### src/rtl/il_lane_pkg.sv
`default_nettype none
// ============================================================================
//  Package : il_lane_pkg
//  Shared types, header constants and helpers for the Interlaken receive lane.
//  Revision: 1.0  initial release
// ============================================================================
package il_lane_pkg;

  // Word-framing state of a receive lane
  typedef enum logic [1:0] {
    HUNT      = 2'd0,
    SLIP_WAIT = 2'd1,
    LOCKED    = 2'd2
  } lock_state_t;

  localparam logic [1:0] HDR_DATA = 2'b01;
  localparam logic [1:0] HDR_CTRL = 2'b10;

  // A sync header is valid only when its two bits differ
  function automatic logic hdr_ok(input logic [1:0] hdr);
    return (hdr == HDR_DATA) || (hdr == HDR_CTRL);
  endfunction

  // Counter width able to hold max_val with one bit of headroom
  function automatic int cnt_w(input int max_val);
    return $clog2(max_val) + 1;
  endfunction

endpackage
`default_nettype wire

### src/rtl/lane_err_window.sv
`default_nettype none
// ============================================================================
//  Module  : lane_err_window
//  Windowed error monitor: counts words and bad words inside a window and
//  flags the limit crossing and the window close. The owner decides when
//  to clear, so the same monitor serves other sync checkers.
//  Revision: 1.0  initial release
// ============================================================================
module lane_err_window
  import il_lane_pkg::*;
#(
  parameter int WIN_LEN   = 64,
  parameter int ERR_LIMIT = 16
) (
  input  logic clk,
  input  logic arst_n,
  input  logic clear_i,
  input  logic word_i,
  input  logic bad_i,
  output logic limit_hit_o,
  output logic window_end_o
);

  localparam int CW = cnt_w((WIN_LEN > ERR_LIMIT) ? WIN_LEN : ERR_LIMIT);

  logic [CW-1:0] win_cnt_q, win_cnt_d;
  logic [CW-1:0] err_cnt_q, err_cnt_d;
  logic [CW-1:0] win_inc, err_inc;

  assign win_inc = win_cnt_q + CW'(1);
  assign err_inc = err_cnt_q + CW'(1);

  // Thresholds are tested on the incremented value so the current word counts
  assign limit_hit_o  = word_i & bad_i & (err_inc == CW'(ERR_LIMIT));
  assign window_end_o = word_i & (win_inc == CW'(WIN_LEN));

  // Next-count logic: clear wins over counting
  always_comb begin
    win_cnt_d = win_cnt_q;
    err_cnt_d = err_cnt_q;
    if (clear_i) begin
      win_cnt_d = '0;
      err_cnt_d = '0;
    end else if (word_i) begin
      win_cnt_d = win_inc;
      if (bad_i) begin
        err_cnt_d = err_inc;
      end
    end
  end

  // Counter registers
  always_ff @(posedge clk or negedge arst_n) begin
    if (!arst_n) begin
      win_cnt_q <= '0;
      err_cnt_q <= '0;
    end else begin
      win_cnt_q <= win_cnt_d;
      err_cnt_q <= err_cnt_d;
    end
  end

endmodule
`default_nettype wire

### src/rtl/lane_word_lock.sv
`default_nettype none
// ============================================================================
//  Module  : lane_word_lock
//  67-bit word framing search and lock tracking behind gearbox_20_67.
//  Slips the gearbox until LOCK_CNT consecutive good headers are seen,
//  then emits de-inverted payload and drops lock on ERR_LIMIT bad headers
//  within a WIN_LEN-word window.
//  Revision: 1.0  initial release
// ============================================================================
module lane_word_lock
  import il_lane_pkg::*;
#(
  parameter int LOCK_CNT  = 64,
  parameter int WIN_LEN   = 64,
  parameter int ERR_LIMIT = 16,
  parameter int SLIP_WAIT = 4
) (
  input  logic        clk,
  input  logic        arst_n,
  input  logic [66:0] din,
  input  logic        din_valid,
  output logic        slip,
  output logic        word_locked,
  output logic [63:0] dout,
  output logic        dout_ctrl,
  output logic        dout_valid,
  output logic        hdr_err
);

  localparam int GW = cnt_w(LOCK_CNT);
  localparam int WW = cnt_w(SLIP_WAIT);

  lock_state_t state_q, state_d;
  logic [GW-1:0] good_cnt_q, good_cnt_d, good_inc;
  logic [WW-1:0] wait_cnt_q, wait_cnt_d, wait_inc;

  logic        slip_q, slip_d;
  logic        word_locked_q, word_locked_d;
  logic [63:0] dout_q, dout_d;
  logic        dout_ctrl_q, dout_ctrl_d;
  logic        dout_valid_q, dout_valid_d;
  logic        hdr_err_q, hdr_err_d;

  logic        hdr_good;
  logic [63:0] payload;
  logic        win_word, win_clear, limit_hit, window_end;

  assign hdr_good = hdr_ok(din[65:64]);
  assign payload  = din[66] ? ~din[63:0] : din[63:0];
  assign good_inc = good_cnt_q + GW'(1);
  assign wait_inc = wait_cnt_q + WW'(1);

  lane_err_window #(
    .WIN_LEN   (WIN_LEN),
    .ERR_LIMIT (ERR_LIMIT)
  ) u_err_window (
    .clk          (clk),
    .arst_n       (arst_n),
    .clear_i      (win_clear),
    .word_i       (win_word),
    .bad_i        (~hdr_good),
    .limit_hit_o  (limit_hit),
    .window_end_o (window_end)
  );

  // Framing FSM next state and registered-output next values
  always_comb begin
    state_d      = state_q;
    good_cnt_d   = good_cnt_q;
    wait_cnt_d   = wait_cnt_q;
    slip_d       = 1'b0;
    dout_valid_d = 1'b0;
    win_word     = 1'b0;
    win_clear    = 1'b0;
    hdr_err_d    = din_valid & ~hdr_good;
    if (din_valid) begin
      case (state_q)
        HUNT: begin
          if (hdr_good) begin
            if (good_inc == GW'(LOCK_CNT)) begin
              state_d      = LOCKED;
              good_cnt_d   = '0;
              win_clear    = 1'b1;
              dout_valid_d = 1'b1;
            end else begin
              good_cnt_d = good_inc;
            end
          end else begin
            good_cnt_d = '0;
            // A slip issued on the previous cycle (loss of lock) blocks a
            // back-to-back slip; the word still restarts the good count.
            if (!slip_q) begin
              slip_d     = 1'b1;
              state_d    = il_lane_pkg::SLIP_WAIT;
              wait_cnt_d = '0;
            end
          end
        end
        il_lane_pkg::SLIP_WAIT: begin
          if (wait_inc == WW'(SLIP_WAIT)) begin
            state_d    = HUNT;
            wait_cnt_d = '0;
          end else begin
            wait_cnt_d = wait_inc;
          end
        end
        LOCKED: begin
          win_word = 1'b1;
          if (limit_hit) begin
            state_d   = HUNT;
            slip_d    = 1'b1;
            win_clear = 1'b1;
          end else begin
            dout_valid_d = 1'b1;
            win_clear    = window_end;
          end
        end
        default: state_d = HUNT;
      endcase
    end
    word_locked_d = (state_d == LOCKED);
    dout_d        = dout_valid_d ? payload : dout_q;
    dout_ctrl_d   = dout_valid_d ? (din[65:64] == HDR_CTRL) : dout_ctrl_q;
  end

  // State, counters and output registers
  always_ff @(posedge clk or negedge arst_n) begin
    if (!arst_n) begin
      state_q       <= HUNT;
      good_cnt_q    <= '0;
      wait_cnt_q    <= '0;
      slip_q        <= 1'b0;
      word_locked_q <= 1'b0;
      dout_q        <= '0;
      dout_ctrl_q   <= 1'b0;
      dout_valid_q  <= 1'b0;
      hdr_err_q     <= 1'b0;
    end else begin
      state_q       <= state_d;
      good_cnt_q    <= good_cnt_d;
      wait_cnt_q    <= wait_cnt_d;
      slip_q        <= slip_d;
      word_locked_q <= word_locked_d;
      dout_q        <= dout_d;
      dout_ctrl_q   <= dout_ctrl_d;
      dout_valid_q  <= dout_valid_d;
      hdr_err_q     <= hdr_err_d;
    end
  end

  assign slip        = slip_q;
  assign word_locked = word_locked_q;
  assign dout        = dout_q;
  assign dout_ctrl   = dout_ctrl_q;
  assign dout_valid  = dout_valid_q;
  assign hdr_err     = hdr_err_q;

endmodule
`default_nettype wire
### config.mk
export PLATFORM = sky130hd
export DESIGN_NAME = lane_word_lock
export DESIGN_NICKNAME = d
export VERILOG_FILES = /design/src/rtl/il_lane_pkg.sv /design/src/rtl/lane_err_window.sv /design/src/rtl/lane_word_lock.sv
export SDC_FILE = /design/constraint.sdc
export NUM_CORES = 1
export LEC_CHECK = 0
export CAP_MARGIN = 20
export CORE_ASPECT_RATIO = 0.7
export CORE_MARGIN = 1.5
export CORE_UTILIZATION = 48
export DETAILED_ROUTE_END_ITERATION = 8
export PLACE_DENSITY = 0.89
export SYNTH_ARGS = -nofsm -noshare
export SYNTH_HDL_FRONTEND = slang
export SYNTH_HIERARCHICAL = 1
export SYNTH_SLANG_ARGS = --single-unit
### constraint.sdc
create_clock -name clk -period 2.8 [get_ports clk]
set_input_delay 0.56 -clock clk [delete_from_list [all_inputs] [get_ports clk]]
set_output_delay 0.56 -clock clk [all_outputs]
set_load 0.005 [all_outputs]
==> results_dict.tcl, run 1 <==
set metrics [dict create \
    synth_xor_area_share_pct 14.81 \
    io_pins 139 \
    cts.sinks 95 \
    wl_per_cell_um 16.32 \
    cts_tree "yes" \
    synth_top_family_by_area "compound AO/OA/AOI/OAI gates" \
    rows 30 \
    syn_inst 472 \
    use_met3_pct 5.105 \
    postCtsSetupRepairBufs 0 \
    grt.busiest_layer "met2" \
    arrival_ns 2.94 \
    ys_warn_count 6 \
    slew_violations 0 \
    cp_max_fo 4 \
    cp-end-kind "flip-flop" \
    power_density_nw_per_um2 714.9 \
    synth_area_um2 4848 \
    hp-class "in2async" \
    multi_input_area_um2 2302 \
    synth.avg_cell_area_um2 10.27 \
    peakVddDrop_mv 0.4056 \
    design_area_um2 6790 \
    yosys_register_bits 95 \
    die_width_um 123.1 \
    fp.dieH_um 87.09 \
    drc 0 \
    yosysMostFrequentCell "dfrtp_1" \
    synth_cell_types 42 \
    synthAdderAreaFrac_pct 2.065 \
    dr.first_iter.drc_count 303 \
    setup_violations 0 \
    fin_crit_ns 2.712 \
    tightest_slew_ns 0.7516 \
    yosys.area_share.simple_pct 14.45 \
    final.setup.tns_ns 0 \
    num_vias 4029 \
    synth_compound_area_share_pct 14.92 \
    fill_cells 726 \
    drt-total-wl_um 12080 \
    leakagePower_nw 2.876 \
    synth_edf_count 0 \
    yosys-top-cells-count "95 x dfrtp_1, 72 x nand3_1, 69 x xnor2_1" \
    worstPathRequired_ns 3.02 \
    synth_top_cell_by_area "dfrtp_1" \
    met2_usage_pct 37.63 \
    routabilityCongestion 0.8737 \
    synthFlopType "dfrtp_1" \
    synth.top_cell.area_share_pct 49.03 \
    ctsHtreeMaxLevel 3 \
    antenna_cells 0 \
    grt_usage_pct 23.25 \
    root_buffer "clkbuf_16" \
    placed_cell_area_um2 6406 \
    place_hpwl_um 8290 \
    met1_usage_pct 31.20 \
    worstSetupStartpointType "input pin" \
    synth.area.mux_share_pct 0.6452 \
    grt-ovfl-total 0 \
    outcome "finished clean" \
    slew_headroom_pct 49.89 \
    fin_skew_ns 0.007080 \
    grt_pass1_wl_um 19330 \
    layout-drive-gt1-share_pct 13.56 \
    synth-async-reset-ratio_pct 100.0 \
    first_global_vias 3946 \
    start_util_pct 49.68 \
    register_area_um2 2377 \
    io_buffers 138 \
    cts_buffer_depth 2 \
    synth_nets 550 \
    core_area_um2 9759 \
    antenna_left 0 \
    clk_pin_slew_ns 0.07 \
    syn_to_final_growth_pct 40.05 \
    numCtsBuffers 9 \
    grt_max_degree 59 \
    final_nets 685 \
    synth.area.top_cells "dfrtp_1 49%, xnor2_1 12%, nand3_1 7.4%" \
    avgViaCountPerCell 5.445 \
    fin_crit_sh_pct 96.85 \
    drv_cap 0 \
    timing.fmax_mhz 368.8 \
    setup.worst_path.class "in2reg" \
    dieArea_um2 10720 \
    dr.pass1.iters 4 \
    clk_latency_ns 0.34 \
    seq_area_frac_synth_pct 49.03 \
    hold_viol_final 0 \
    antenna_found_initial 0 \
]
-- report_power, final --
| part | switching (W) | total, W | internal, W |
|---|---|---|---|
| sequential | 0.000256 | 0.00196 | 0.00171 |
| clock | 0.000514 | 0.00150 | 0.000989 |
| combinational | 0.000546 | 0.00139 | 0.000843 |
| total | 0.00132 | 0.00485 | 0.00354 |
-- layout make-up --
| type | instances | share of cell area, % |
|---|---|---|
| Clock buffer | 11 | 3.575 |
| Clock inverter | 5 | 1.898 |
| Inverter | 8 | 0.4422 |
| Multi-Input combinational cell | 337 | 33.90 |
| Sequential cell | 95 | 35.01 |
| Tap cell | 128 | 2.359 |
| Timing Repair Buffer | 156 | 22.81 |
-- logic make-up (layout without fill, tap and decap cells) --
group	Yosys count	after routing
buffers and inverters	40	180
AO/OA/AOI/OAI	104	104
multiplexers	3	3
AND/OR/NAND/NOR	140	140
XOR/XNOR	82	82
adder cells (fa/ha/maj)	8	8
flip-flops	95	95
-- registers in the layout, indices dropped and copies added (netlist names) --
signal                  flops
dout                       64
good_cnt_q                  7
u_err_window/err_cnt_q      7
u_err_window/win_cnt_q      7
wait_cnt_q                  3
state_q                     2
dout_ctrl                   1
dout_valid                  1
hdr_err                     1
slip                        1
word_locked                 1
-- metal layers --
| metal | vias to the layer above | wire [um] |
|---|---|---|
| li1 | 1902 | - |
| met1 | 1965 | 5316 |
| met2 | 142 | 5851 |
| met3 | 20 | 688 |
| met4 | 0 | 221 |
| met5 | - | 0 |
-- worst paths after layout --
| kind | start | cells past startpoint | slack, ns | end |
|---|---|---|---|---|
| worst min-delay path | arst_n | 1 | 0.28 | dout[10]$_DFFE_PN0P_ |
| worst max register to register | u_err_window/err_cnt_q[0]$_DFFE_PN0P_ | 9 | 0.47 | state_q[1]$_DFF_PN0_ |
| min in group clk | good_cnt_q[5]$_DFFE_PN0P_ | 1 | 0.48 | good_cnt_q[5]$_DFFE_PN0P_ |
| max in group asynchronous | arst_n | 2 | 1.85 | good_cnt_q[4]$_DFFE_PN0P_ |
| worst min register to register | good_cnt_q[5]$_DFFE_PN0P_ | 1 | 0.48 | good_cnt_q[5]$_DFFE_PN0P_ |
| worst max-delay path | din[64] | 9 | 0.09 | dout_ctrl$_DFFE_PN0P_ |
-- cells in the final DEF (no fill, tap or decap), drive strengths merged, types with 2 or more instances in the layout --
cell type      synthesis  layout
clkdlybuf4s50          0     136
dfrtp                 95      95
o21ai                 75      75
nand3                 72      72
xnor2                 69      69
nor2                  20      20
buf                   11      20
nand2                 19      19
xor2                  13      13
clkbuf                21      11
a21oi                  9       9
inv                    8       8
ha                     8       8
nor3                   6       6
nor2b                  4       4
nand4                  4       4
o31ai                  4       4
or3                    4       4
bufinv                 0       4
a21o                   3       3
a31oi                  3       3
and2                   3       3
o211ai                 2       2
mux2i                  2       2
a2111oi                2       2
and3                   2       2
-- through the flow --
stage	total power, W	cells	hold slack, ns	util [%]	setup WS, ns
finish	0.004855	740	0.2849	69.58	0.08819
CTS	0.004886	740	0.3035	69.45	0.05403
global route	0.005126	740	0.3466	69.58	-0.004329
global placement	0.003290	724	0.4694	65.64	-0.1566
detailed placement	0.003368	724	0.4709	65.64	-0.2969
floorplan	0.002521	472	0.2644	-	0.07798
-- critical path, cell delays in order --
cell and delay [ns]:
clkdlybuf4s50_1 0.46, inv_1 0.07, ha_4 0.24, or4b_4 0.55
a211oi_2 0.21, a21bo_2 0.27, and2_4 0.19, inv_2 0.06
mux2_1 0.32
-- timing repair --
| item | 4_1_cts | 5_1_grt |
|---|---|---|
| setup endpoints to repair | 0 | 40 |
| gates resized for setup | 0 | 5 |
| hold buffers | 0 | 0 |
| hold endpoints to repair | 0 | 0 |
No activity file was read; power rests on OpenSTA's default activity.
==> run 2, diff against run 1 <==
Settings changed: CORE_MARGIN 1.5 to 10.
==> run 2 against run 1 <==
Effect of this change:
- register-to-register slack got worse by 0.02 ns
- clock skew about the same
- sequential share of layout area about the same
- final area about the same
- sequential cell count unchanged
- die area increased by 36%
- global-route usage decreased by 5.0 points
- power decreased by 4.5%
- sequential power about the same
- clock power decreased by 16%
- worst setup slack improved by 0.018 ns
- critical path type unchanged
- largest cell class unchanged
==> results_dict.tcl, run 2 (synthesis gave the netlist of run 1 again) <==
set metrics [dict create \
    hold_viol_final 0 \
    fin_crit_sh_pct 96.20 \
    grt-ovfl-total 0 \
    clk_latency_ns 0.34 \
    start_util_pct 49.68 \
    placed_cell_area_um2 6461 \
    layout.cells.non_filler 744 \
    dr.first_iter.drc_count 299 \
    cts_tree "yes" \
    power_density_nw_per_um2 683.4 \
    routabilityCongestion 0.8476 \
    antenna_cells 0 \
    num_vias 4053 \
    total_power_w 0.004636 \
    max_stage_delay_ns 0.54 \
    grt_pass1_wl_um 22350 \
    crit_slowest_cell "or4b_4" \
    placed_cells 728 \
    syn_to_final_growth_pct 39.92 \
    fill_cells 722 \
    timing.rr.start "u_err_window/err_cnt_q[0]$_DFFE_PN0P_" \
    hp-class "in2async" \
    setup.worst_path.class "in2reg" \
    design_area_um2 6784 \
    first_global_vias 4317 \
    io_buffers 138 \
    postCtsSetupRepairBufs 0 \
    crit_family "simple AND/OR/NAND/NOR gates" \
    grt_max_degree 56 \
    cts.sinks 95 \
    slew_headroom_pct 53.05 \
    outcome "finished clean" \
    leakagePower_nw 2.879 \
    fin_skew_ns 0.007533 \
    layout-drive-gt1-share_pct 13.96 \
    cts_hold_buffers 0 \
    path_cells "clkdlybuf4s50_1, inv_1, ha_4, or4b_4, a211oi_1, a21bo_2, and2_4, inv_2, mux2_1" \
    arrival_ns 2.92 \
    drv_cap 0 \
    rsz0062_at_grt "false" \
    post-route-util_pct 69.51 \
    tightest_slew_ns 0.7042 \
    wl_per_cell_um 18.17 \
    largest_reg_flops 64 \
    cp-startpoint "din[64]" \
    peakVddDrop_mv 0.3582 \
    drt-total-wl_um 13520 \
    cts_resized 0 \
    core_area_um2 9759 \
    drc 0 \
    avgViaCountPerCell 5.448 \
    worstSetupStartpointType "input pin" \
    setup_violations 0 \
    final_common_cell "clkdlybuf4s50_1" \
    antenna_found_initial 0 \
    cts_buffer_depth 2 \
    dieArea_um2 14580 \
    pre_cts_ws_ns -0.2797 \
    fin_ws_ns 0.1065 \
    antenna_left 0 \
    path_buf_inv 3 \
    ctsHtreeMaxLevel 3 \
    grt_usage_pct 18.28 \
    clk_pin_slew_ns 0.07 \
    regToRegSetupSlack_ns 0.45 \
    die_width_um 140.1 \
    slew_violations 0 \
    cp-end-kind "flip-flop" \
    timing.fmax_mhz 371.3 \
    numCtsBuffers 9 \
    final_cell_mix "136 x clkdlybuf4s50_1, 95 x dfrtp_1, 72 x nand3_1" \
    final_nets 689 \
    worstPathRequired_ns 3.02 \
    io_pins 139 \
    fin_crit_ns 2.694 \
    dr.pass1.iters 5 \
    place_hpwl_um 9920 \
    root_buffer "clkbuf_16" \
    cp_max_fo 4 \
    fp.dieH_um 104.1 \
    rows 30 \
]
run 2: changes by cell type in the layout (fill, tap and decap cells not counted):
| cell | change |
|---|---|
| a211oi_2 | -1 |
| inv_6 | +1 |
| o21ai_0 | -7 |
| clkinv_4 | +2 |
| a211oi_1 | +1 |
| o21ai_1 | +7 |
| buf_6 | +2 |
| bufinv_16 | -3 |
| buf_12 | +2 |
run 2: cell type report:
cell class                      count  area [um2]  area share, %
Clock inverter                      5       65.06         0.9591
Tap cell                          128       160.2          2.361
Inverter                            8       30.03         0.4426
Sequential cell                    95        2377          35.04
Multi-Input combinational cell    337        2297          33.86
Timing Repair Buffer              160        1612          23.76
Clock buffer                       11       242.7          3.578
run 2: per-stage QoR:
stage | hold WS (ns) | TNS [ns]
after floorplan | 0.2644 | 0
after global placement | 0.4701 | -10.45
after detailed placement | 0.4919 | -16.40
after CTS | 0.2958 | 0
after global routing | 0.3229 | 0
final | 0.2554 | 0
run 2: final timing paths:
check                                        end  depth (start not counted)
setup / recovery           dout_ctrl$_DFFE_PN0P_                          9
hold / removal              dout[16]$_DFFE_PN0P_                          1
setup reg to reg            state_q[1]$_DFF_PN0_                          9
hold reg to reg             dout[24]$_DFFE_PN0P_                          2
max in group asynchronous   dout[37]$_DFFE_PN0P_                          2
min in group clk            dout[24]$_DFFE_PN0P_                          2
run 2: power by group:
group          internal (W)  switching (W)
logic              0.000845       0.000564
clock network      0.000725       0.000535
registers           0.00171       0.000260
total               0.00328        0.00136
run 2: routing by layer:
| metal | vias up | wire, um | track usage [%] |
|---|---|---|---|
| met5 | - | 0 | 0 |
| met4 | 0 | 217 | 4.412 |
| met3 | 22 | 928 | 5.383 |
| met2 | 171 | 6718 | 30.91 |
| met1 | 1945 | 5655 | 22.32 |
| li1 | 1915 | - | - |
==> run 3, diff against run 2 <==
Settings changed: CAP_MARGIN 20 to default.
==> results of run 3 <==
Final layout, timing and power as in run 2 (identical DEF).
